<file path="src/rtl/gfx_cmd_pkg.sv">
// Shared command-stream definitions: opcodes, header field layout and the
// arbiter state encoding.
package gfx_cmd_pkg;

    localparam logic [7:0] OP_CLEAR         = 8'h01;
    localparam logic [7:0] OP_DRAW_TRIANGLE = 8'h02;
    localparam logic [7:0] OP_SET_COLOR     = 8'h10;
    localparam logic [7:0] OP_SET_VIEWPORT  = 8'h11;

    localparam int HDR_OP_MSB    = 31;
    localparam int HDR_OP_LSB    = 24;
    localparam int HDR_FLAGS_MSB = 23;
    localparam int HDR_FLAGS_LSB = 16;
    localparam int HDR_COUNT_MSB = 15;
    localparam int HDR_COUNT_LSB = 0;

    typedef enum logic [1:0] {
        ST_IDLE,
        ST_HDR,
        ST_PAYLOAD,
        ST_DRAIN
    } arb_state_t;

    function automatic logic [15:0] hdr_count(input logic [31:0] hdr);
        return hdr[HDR_COUNT_MSB:HDR_COUNT_LSB];
    endfunction

endpackage

</file>
<file path="src/rtl/rr_pick.sv">
// Combinational round-robin select: first requester at or after ptr wins,
// wrapping modulo N.
module rr_pick #(
    parameter int N = 2,
    localparam int W = $clog2(N)
) (
    input  logic [N-1:0] req,
    input  logic [W-1:0] ptr,
    output logic [W-1:0] winner,
    output logic         any_req
);

    logic [W-1:0] idx;

    always_comb begin
        winner  = '0;
        idx     = '0;
        any_req = |req;
        // Scan from the farthest candidate down so the closest one to ptr wins last.
        for (int i = N - 1; i >= 0; i--) begin
            idx = W'((int'(ptr) + i) % N);
            if (req[idx]) begin
                winner = idx;
            end
        end
    end

endmodule

</file>
<file path="src/rtl/cmd_stream_arbiter.sv">
// Packet-atomic round-robin merge of NUM_SRC command streams; oversize
// packets are drained upstream and never reach the command processor.
module cmd_stream_arbiter
    import gfx_cmd_pkg::*;
#(
    parameter int NUM_SRC     = 2,
    parameter int MAX_PAYLOAD = 16,
    localparam int GW = $clog2(NUM_SRC)
) (
    input  logic                     clk,
    input  logic                     rst_n,
    input  logic [NUM_SRC-1:0]       src_valid,
    input  logic [NUM_SRC-1:0][31:0] src_data,
    output logic [NUM_SRC-1:0]       src_ready,
    output logic                     cmd_valid,
    output logic [31:0]              cmd_data,
    input  logic                     cmd_ready,
    output logic [GW-1:0]            grant,
    output logic                     grant_active,
    output logic                     err_oversize
);

    localparam logic [16:0] MAX_LIM = 17'(MAX_PAYLOAD);

    arb_state_t    state_reg;
    logic [GW-1:0] grant_reg;
    logic [GW-1:0] last_grant_reg;
    logic [15:0]   remaining_reg;
    logic          err_reg;

    logic [GW-1:0] rr_ptr;
    logic [GW-1:0] pick_idx;
    logic          pick_any;
    logic          sel_valid;
    logic [31:0]   sel_data;
    logic [15:0]   sel_count;
    logic          hdr_oversize;
    logic          xfer;

    assign rr_ptr = (last_grant_reg == GW'(NUM_SRC - 1)) ? '0 : last_grant_reg + 1'b1;

    rr_pick #(.N(NUM_SRC)) u_pick (
        .req     (src_valid),
        .ptr     (rr_ptr),
        .winner  (pick_idx),
        .any_req (pick_any)
    );

    assign sel_valid    = src_valid[grant_reg];
    assign sel_data     = src_data[grant_reg];
    assign sel_count    = hdr_count(sel_data);
    assign hdr_oversize = {1'b0, sel_count} > MAX_LIM;
    assign xfer         = sel_valid & src_ready[grant_reg];

    always_comb begin
        cmd_valid = 1'b0;
        cmd_data  = '0;
        src_ready = '0;
        case (state_reg)
            ST_HDR: begin
                if (hdr_oversize) begin
                    src_ready[grant_reg] = 1'b1;
                end else begin
                    cmd_valid            = sel_valid;
                    cmd_data             = sel_data;
                    src_ready[grant_reg] = cmd_ready;
                end
            end
            ST_PAYLOAD: begin
                cmd_valid            = sel_valid;
                cmd_data             = sel_data;
                src_ready[grant_reg] = cmd_ready;
            end
            // Draining discards words regardless of the downstream ready.
            ST_DRAIN: src_ready[grant_reg] = sel_valid;
            default: ;
        endcase
    end

    always_ff @(posedge clk or negedge rst_n) begin
        if (!rst_n) begin
            state_reg      <= ST_IDLE;
            grant_reg      <= '0;
            last_grant_reg <= GW'(NUM_SRC - 1);
            remaining_reg  <= '0;
            err_reg        <= 1'b0;
        end else begin
            err_reg <= 1'b0;
            case (state_reg)
                ST_IDLE: begin
                    if (pick_any) begin
                        grant_reg <= pick_idx;
                        state_reg <= ST_HDR;
                    end
                end
                ST_HDR: begin
                    if (xfer) begin
                        remaining_reg  <= sel_count;
                        last_grant_reg <= grant_reg;
                        if (hdr_oversize) begin
                            err_reg   <= 1'b1;
                            state_reg <= ST_DRAIN;
                        end else if (sel_count == 16'd0) begin
                            state_reg <= ST_IDLE;
                        end else begin
                            state_reg <= ST_PAYLOAD;
                        end
                    end
                end
                ST_PAYLOAD, ST_DRAIN: begin
                    if (xfer && remaining_reg != 16'd0) begin
                        remaining_reg <= remaining_reg - 16'd1;
                        if (remaining_reg == 16'd1) begin
                            state_reg <= ST_IDLE;
                        end
                    end
                end
                default: state_reg <= ST_IDLE;
            endcase
        end
    end

    assign grant        = grant_reg;
    assign grant_active = (state_reg != ST_IDLE);
    assign err_oversize = err_reg;

endmodule

</file>
<file path="config.mk">
export PLATFORM = sky130hd
export DESIGN_NAME = cmd_stream_arbiter
export DESIGN_NICKNAME = d
export VERILOG_FILES = /design/src/rtl/gfx_cmd_pkg.sv /design/src/rtl/rr_pick.sv /design/src/rtl/cmd_stream_arbiter.sv
export SDC_FILE = /design/constraint.sdc
export NUM_CORES = 1
export LEC_CHECK = 0
export CELL_PAD_IN_SITES_DETAIL_PLACEMENT = 1
export CELL_PAD_IN_SITES_GLOBAL_PLACEMENT = 2
export CORE_ASPECT_RATIO = 0.8
export CORE_MARGIN = 5
export CORE_UTILIZATION = 23
export DETAILED_ROUTE_END_ITERATION = 8
export PLACE_DENSITY_LB_ADDON = 0.1
export SYNTH_ARGS = -nofsm -noshare
export SYNTH_HDL_FRONTEND = slang
export SYNTH_SLANG_ARGS = --single-unit
</file>
<file path="constraint.sdc">
create_clock -name clk -period 5.35 [get_ports clk]
set_input_delay 1.07 -clock clk [delete_from_list [all_inputs] [get_ports clk]]
set_output_delay 1.07 -clock clk [all_outputs]
set_load 0.1 [all_outputs]
</file>
; Yosys cells after proc, flatten, opt, wreduce, memory -nomap -nowiden
; Index checks and enable logic that the tools add are counted.
[totals]
regBits = 21
input_bits = 69
output_inout_bits = 38
wordCells = 71
[op_classes]
add_sub_neg = 3
magnitude_cmp = 5
n_eq_ne = 8
n_mux = 34
n_bitwise = 3
reduce_logical = 13
[ops]
columns = operator, count
row1 = $mux 32, 3
row2 = $pmux 32 s2, 1
row3 = $mux 16, 2
row4 = $pmux 16 s2, 1
row5 = $eq 16x1->1 const B, 1
row6 = $gt 16x5->1 const B, 1
row7 = $logic_not 16->1, 1
row8 = $mux 1, 16
row9 = $reduce_bool 16->1, 1
row10 = $sub 16x1->16 const B, 1
row11 = $mux 2, 7
row12 = $pmux 2 s3, 2
row13 = $ne 2x2->1 const B, 4
row14 = $lt 1x2->1 const B, 3
row15 = $and 2x2->2, 2
row16 = $eq 2x2->1 const B, 2
row17 = $reduce_and 2->1, 2
row18 = $reduce_and 4->1, 1
row19 = $reduce_bool 2->1, 2
row20 = $reduce_or 2->1, 2
row21 = $reduce_and 3->1, 1
row22 = $add 1x1->1 const B, 2
row23 = $eq 2x1->1 const B, 1
row24 = $logic_and 1x1->1, 2
row25 = other kinds (5), 5

; Depth between registers and ports, before layout
[logic_depth]
ltp_word = 13
ltp_mapped = 10
ltp_nobuf = 8

; By module
; From an unflattened synthesis, not the netlist that was laid out.
[hier_totals]
hier_cells = 265
area_unflattened_um2 = 2154.6
[modules_own_cells]
columns = mod, instances, cells_each, area_each_um2, seq_area_each_um2
row1 = cmd_stream_arbiter, 1, 262, 2137.0, 526.8
row2 = rr_pick, 1, 3, 17.5, 0.0

; Least setup slack after synthesis
; OpenSTA, ideal clock, no wires.
[synth_timing]
kind = reg-to-output
start = register grant_reg (netlist: grant)
end = output src_ready[1]
arrival_ns = 4.497
required_ns = 4.280
path_slack_ns = -0.217
path_stages_with_launch = 6
path_buffers = 4
cell_sequence = dfrtp_1 -> buf_6 -> buf_2 -> buf_1 -> buf_1 -> nor3b_1
[synth_via]
elab_chain_len = 7
elab_cells_between_ends = 14
cone_classes = order compare: 3 / mux: 8 / bitwise: 2 / reduce/logical: 1
[synth_lines]
columns = item, line
row1 = from (decl), cmd_stream_arbiter.sv:26  ; logic [GW-1:0] grant_reg;
row2 = from (signal assigned), cmd_stream_arbiter.sv:92  ; grant_reg <= pick_idx;
row3 = branches (longest 6 deep; another with $gt 16x5->1), n/a
row4 = $pmux 2 s3 (*), cmd_stream_arbiter.sv:59  ; case (state_reg)
row5 = to (decl), cmd_stream_arbiter.sv:14  ; output logic [NUM_SRC-1:0] src_ready,
; Mark *: on every way between the ends. The select of a mux whose other input is x is not followed.

; Final worst setup path
[layout_timing]
start = input src_data[39] (netlist name)
end = output cmd_data[3]
[layout_via]
elab_chain_len = 5
[layout_lines]
columns = item, line
row1 = from (decl), cmd_stream_arbiter.sv:13  ; input logic [NUM_SRC-1:0][31:0] src_data,
row2 = $mux 32 (implied by the code) (2 in series), cmd_stream_arbiter.sv:50  ; assign sel_data = src_data[grant_reg];
row3 = $gt 16x5->1, cmd_stream_arbiter.sv:52  ; assign hdr_oversize = {1'b0, sel_count} > MAX_LIM;
row4 = $mux 32, cmd_stream_arbiter.sv:61  ; if (hdr_oversize) begin
row5 = $pmux 32 s2, cmd_stream_arbiter.sv:59
row6 = to (decl), cmd_stream_arbiter.sv:16  ; output logic [31:0] cmd_data,
; No other way between the ends. The select of a mux whose other input is x is not followed.

==> summary.txt <==
Global route
  – Number of global-route vias before repair: 2563
  – GRT Total Usage: 17.4%
  – Overflow after GRT: 0
  – Initial antenna violation count: 0
  – Global-route wire length before repair: 16200 µm
  – Largest net degree at the start of global routing: 33

Cells and area
  – Share of layout cells above drive strength 1: 15.7%
  – N_diodes: 0
  – Fill count: 1053
  – P&R area growth vs syn: 71.9%
  – Multi-input gate area: 0.00153 mm²
  – Largest register FFs: 16
  – Fin nets: 452
  – Register Area: 528 µm²

Placed design
  – PortBufs: 106
  – Final RePlAce weighted congestion: 0.799
  – Dpl ws: 0.672 ns
  – Final HPWL DP: 8330 µm

Synth
  – Top cells by area, synth: dfrtp_1 23%, mux2i_1 15%, nor2_1 9.6%
  – Post-Synthesis Cells: 276
  – Proportion of synthesized area in mux cells: 16.2%
  – Post-synth ARST share: 100%
  – Adder-cell area share of the yosys netlist: 4.01%
  – Number of synthesized register bits: 21
  – Post-Synth XOR/XNOR Area: 0.401%
  – EDFF count, synth: 0
  – Post-synthesis simple-gate area fraction: 25.4%
  – Netlist cell types: 50
  – Sequential share of the synthesized area: 24.1%
  – Synth warnings: 0
  – Syn avg cell area: 7.91 µm²
  – Syn_nets: 352
  – Mapped Area: 0.00218 mm²
  – Post-synthesis compound-gate area fraction: 24.1%
  – Largest family of logic cells by synthesized area: simple AND/OR/NAND/NOR gates
  – Dominant synthesized flop cell: dfrtp_1
  – Yosys top cell by area: dfrtp_1
  – Synth top area share: 22.9%

Floorplanning
  – Die W: 119 µm
  – Standard-cell rows: 31
  – Full die area: 0.0115 mm²
  – Core area: 0.00915 mm²
  – Ports: 107
  – Initial Util: 23.8%
  – Die height: 97.1 µm

Clocking
  – Num CTS Buffers: 3
  – Postcts setup bufs: 0
  – Clock sinks: 21
  – Clock transition at path regs: 0.07 ns
  – Cts repair resizes: 0
  – CTS root buf: clkbuf_16
  – CTS tree: built
  – # hold bufs at CTS: 0
  – H-tree depth: 1
  – Skew-Pair Late Insertion Delay: 0.26 ns
  – Clock Tree Buf Depth: 2

Hold path
  – Hold-critical path depth: 1
  – Hold_sp: remaining_reg[10]
  – Hold Path Class: reg2reg
  – Hold path endpoint: remaining_reg[10]

STA
  – Max transition margin: 27.8%
  – Tcrit/Tclk final: 87.4%
  – FMAX: 214 MHz
  – RSZ-0062 raised after global routing: false
  – Clock skew: 0.00604 ns
  – Setup TNS: 0 ns
  – Fin crit period: 4.68 ns
  – Worst-margin pin slew: 1.08 ns
  – Setup WS post-layout: 0.672 ns
  – Final-report setup violation count: 0
  – Fin. Hold Viols: 0
  – Slew Limit Fails: 0

Setup path
  – Critical path endpoint category: primary output
  – Critical Path Source Type: input port
  – Critical path class: in2out
  – Reg2reg setup slack: 2.24 ns
  – Crit Path Max Fanout: 32
  – Reg2reg end: state_reg[0]
  – Critical path's slowest cell: or4b_1
  – CP Cell Sequence: clkdlybuf4s50_1, or4b_1, o22a_1, a2111oi_4, a21o_1, nand2_1, buf_4, nor2_1, buf_12
  – Crit path DAT: 3.61 ns
  – Worst Path Required: 4.28 ns
  – Slowest cell delay on critical path: 0.55 ns
  – Worst R2R Start: state_reg[0]
  – R2R depth: 8

Power
  – VDD IR max: 0.000281 V
  – Leakage power: 0.00151 µW
  – Power Density: 511 mW/mm²
  – Power Total: 1920 µW

Routing
  – Router iterations before antenna repair: 5
  – Vias: 2549
  – Total wire length: 10200 µm
  – Wire per inst: 20.8 µm
  – Number of remaining DRC errors: 0
  – DRC violation total after the first TritonRoute iteration: 97
  – Detail Route Antenna Nets: 0
  – Via density: 5.20

Flow run
  – MaxCap Viol Count: 0

Outcome
  – Outcome: completed
==> worst max-delay path: cells and delay by family <==
family | cells | cell delay [ns]
and+or+nand+nor | 3 | 0.86
AOI/OAI and AO/OA | 3 | 0.78
buffers and inverters | 3 | 0.88
==> layer usage <==
| metal | track usage [%] | part of all wire (%) | vias up |
|---|---|---|---|
| met2 | 24.1 | 38 | 91 |
| met1 | 27.6 | 54 | 1236 |
| met5 | 0 | 0 | - |
| li1 | - | - | 1217 |
| met3 | 3.90 | 7.6 | 5 |
| met4 | 2.14 | 0.48 | 0 |
==> stage by stage <==
| stage | instance area [µm²] | hold WS [ns] | cells | utilization, % |
|---|---|---|---|---|
| 2_1_floorplan | 2190 | 0.475 | 276 | - |
| 3_3_place_gp | 3670 | 0.509 | 486 | 40.1 |
| 3_5_place_dp | 3670 | 0.517 | 486 | 40.1 |
| 4_1_cts | 3750 | 0.532 | 490 | 41.0 |
| 5_1_grt | 3750 | 0.576 | 490 | 41.0 |
| 6_report | 3750 | 0.531 | 490 | 41.0 |
==> cells by family (layout without fill, tap and decap cells) <==
kind of cell / count (synthesis) / count (layout)
XOR/XNOR: 1 / 1
AND/OR/NAND/NOR: 118 / 118
AO/OA/AOI/OAI: 68 / 68
buffers and inverters: 26 / 125
flip-flops: 21 / 21
multiplexers: 35 / 35
adder cells (fa/ha/maj): 7 / 7
==> worst max path at each step <==
stage	slack [ns]	start	end	cells after the start
floorplan	0.24	grant	src_ready[0]	8
global placement	0.76	src_data[34]	cmd_data[7]	9
detailed placement	0.67	src_data[39]	cmd_data[3]	9
CTS	0.66	src_data[39]	cmd_data[3]	9
global route	0.56	src_data[39]	cmd_data[3]	9
finish	0.67	src_data[39]	cmd_data[3]	9
==> power by group <==
part / internal (µW) / switching (µW)
clock: 101 / 65.6
combinational: 521 / 868
sequential: 246 / 113
==> synthesized netlist by cell type (2+ instances only) <==
master,instances
dfrtp_1,20
a22oi_1,5
inv_1,9
nor3b_1,5
nor3_1,13
nand3_1,8
a32oi_1,4
a21oi_1,17
or3_1,2
a22o_1,2
o211ai_1,4
nor4_1,4
buf_2,5
and3_1,5
a32o_1,2
nor2_1,56
buf_1,2
nand2_1,14
o21ai_0,9
mux2i_1,33
o22a_1,11
buf_6,3
ha_1,7
o41ai_1,2
clkbuf_1,7
or2_2,3
==> area by class of cell <==
| type | count | area share (%) |
|---|---|---|
| Sequential cell | 21 | 14.1 |
| Timing Repair Buffer | 112 | 38.2 |
| Clock buffer | 3 | 2.00 |
| Inverter | 9 | 0.901 |
| Multi-Input combinational cell | 229 | 40.9 |
| Clock inverter | 1 | 0.133 |
| Tap cell | 115 | 3.84 |
==> placed cells by master (no fill, tap or decap), types with 2 or more instances in the layout <==
cell type,Yosys,routed
a21oi_1,17,17
a22o_1,2,2
a22oi_1,5,5
a32o_1,2,2
a32oi_1,4,4
and3_1,5,5
buf_12,0,33
buf_4,0,8
clkbuf_16,0,3
clkdlybuf4s50_1,0,71
dfrtp_1,20,19
ha_1,7,7
inv_1,9,9
mux2i_1,33,33
nand2_1,14,14
nand3_1,8,8
nor2_1,56,56
nor3_1,13,13
nor3b_1,5,4
nor4_1,4,4
o211ai_1,4,4
o21ai_0,9,9
o22a_1,11,11
o41ai_1,2,2
or2_2,3,3
or3_1,2,2
Power figures use the tool's default switching activity.
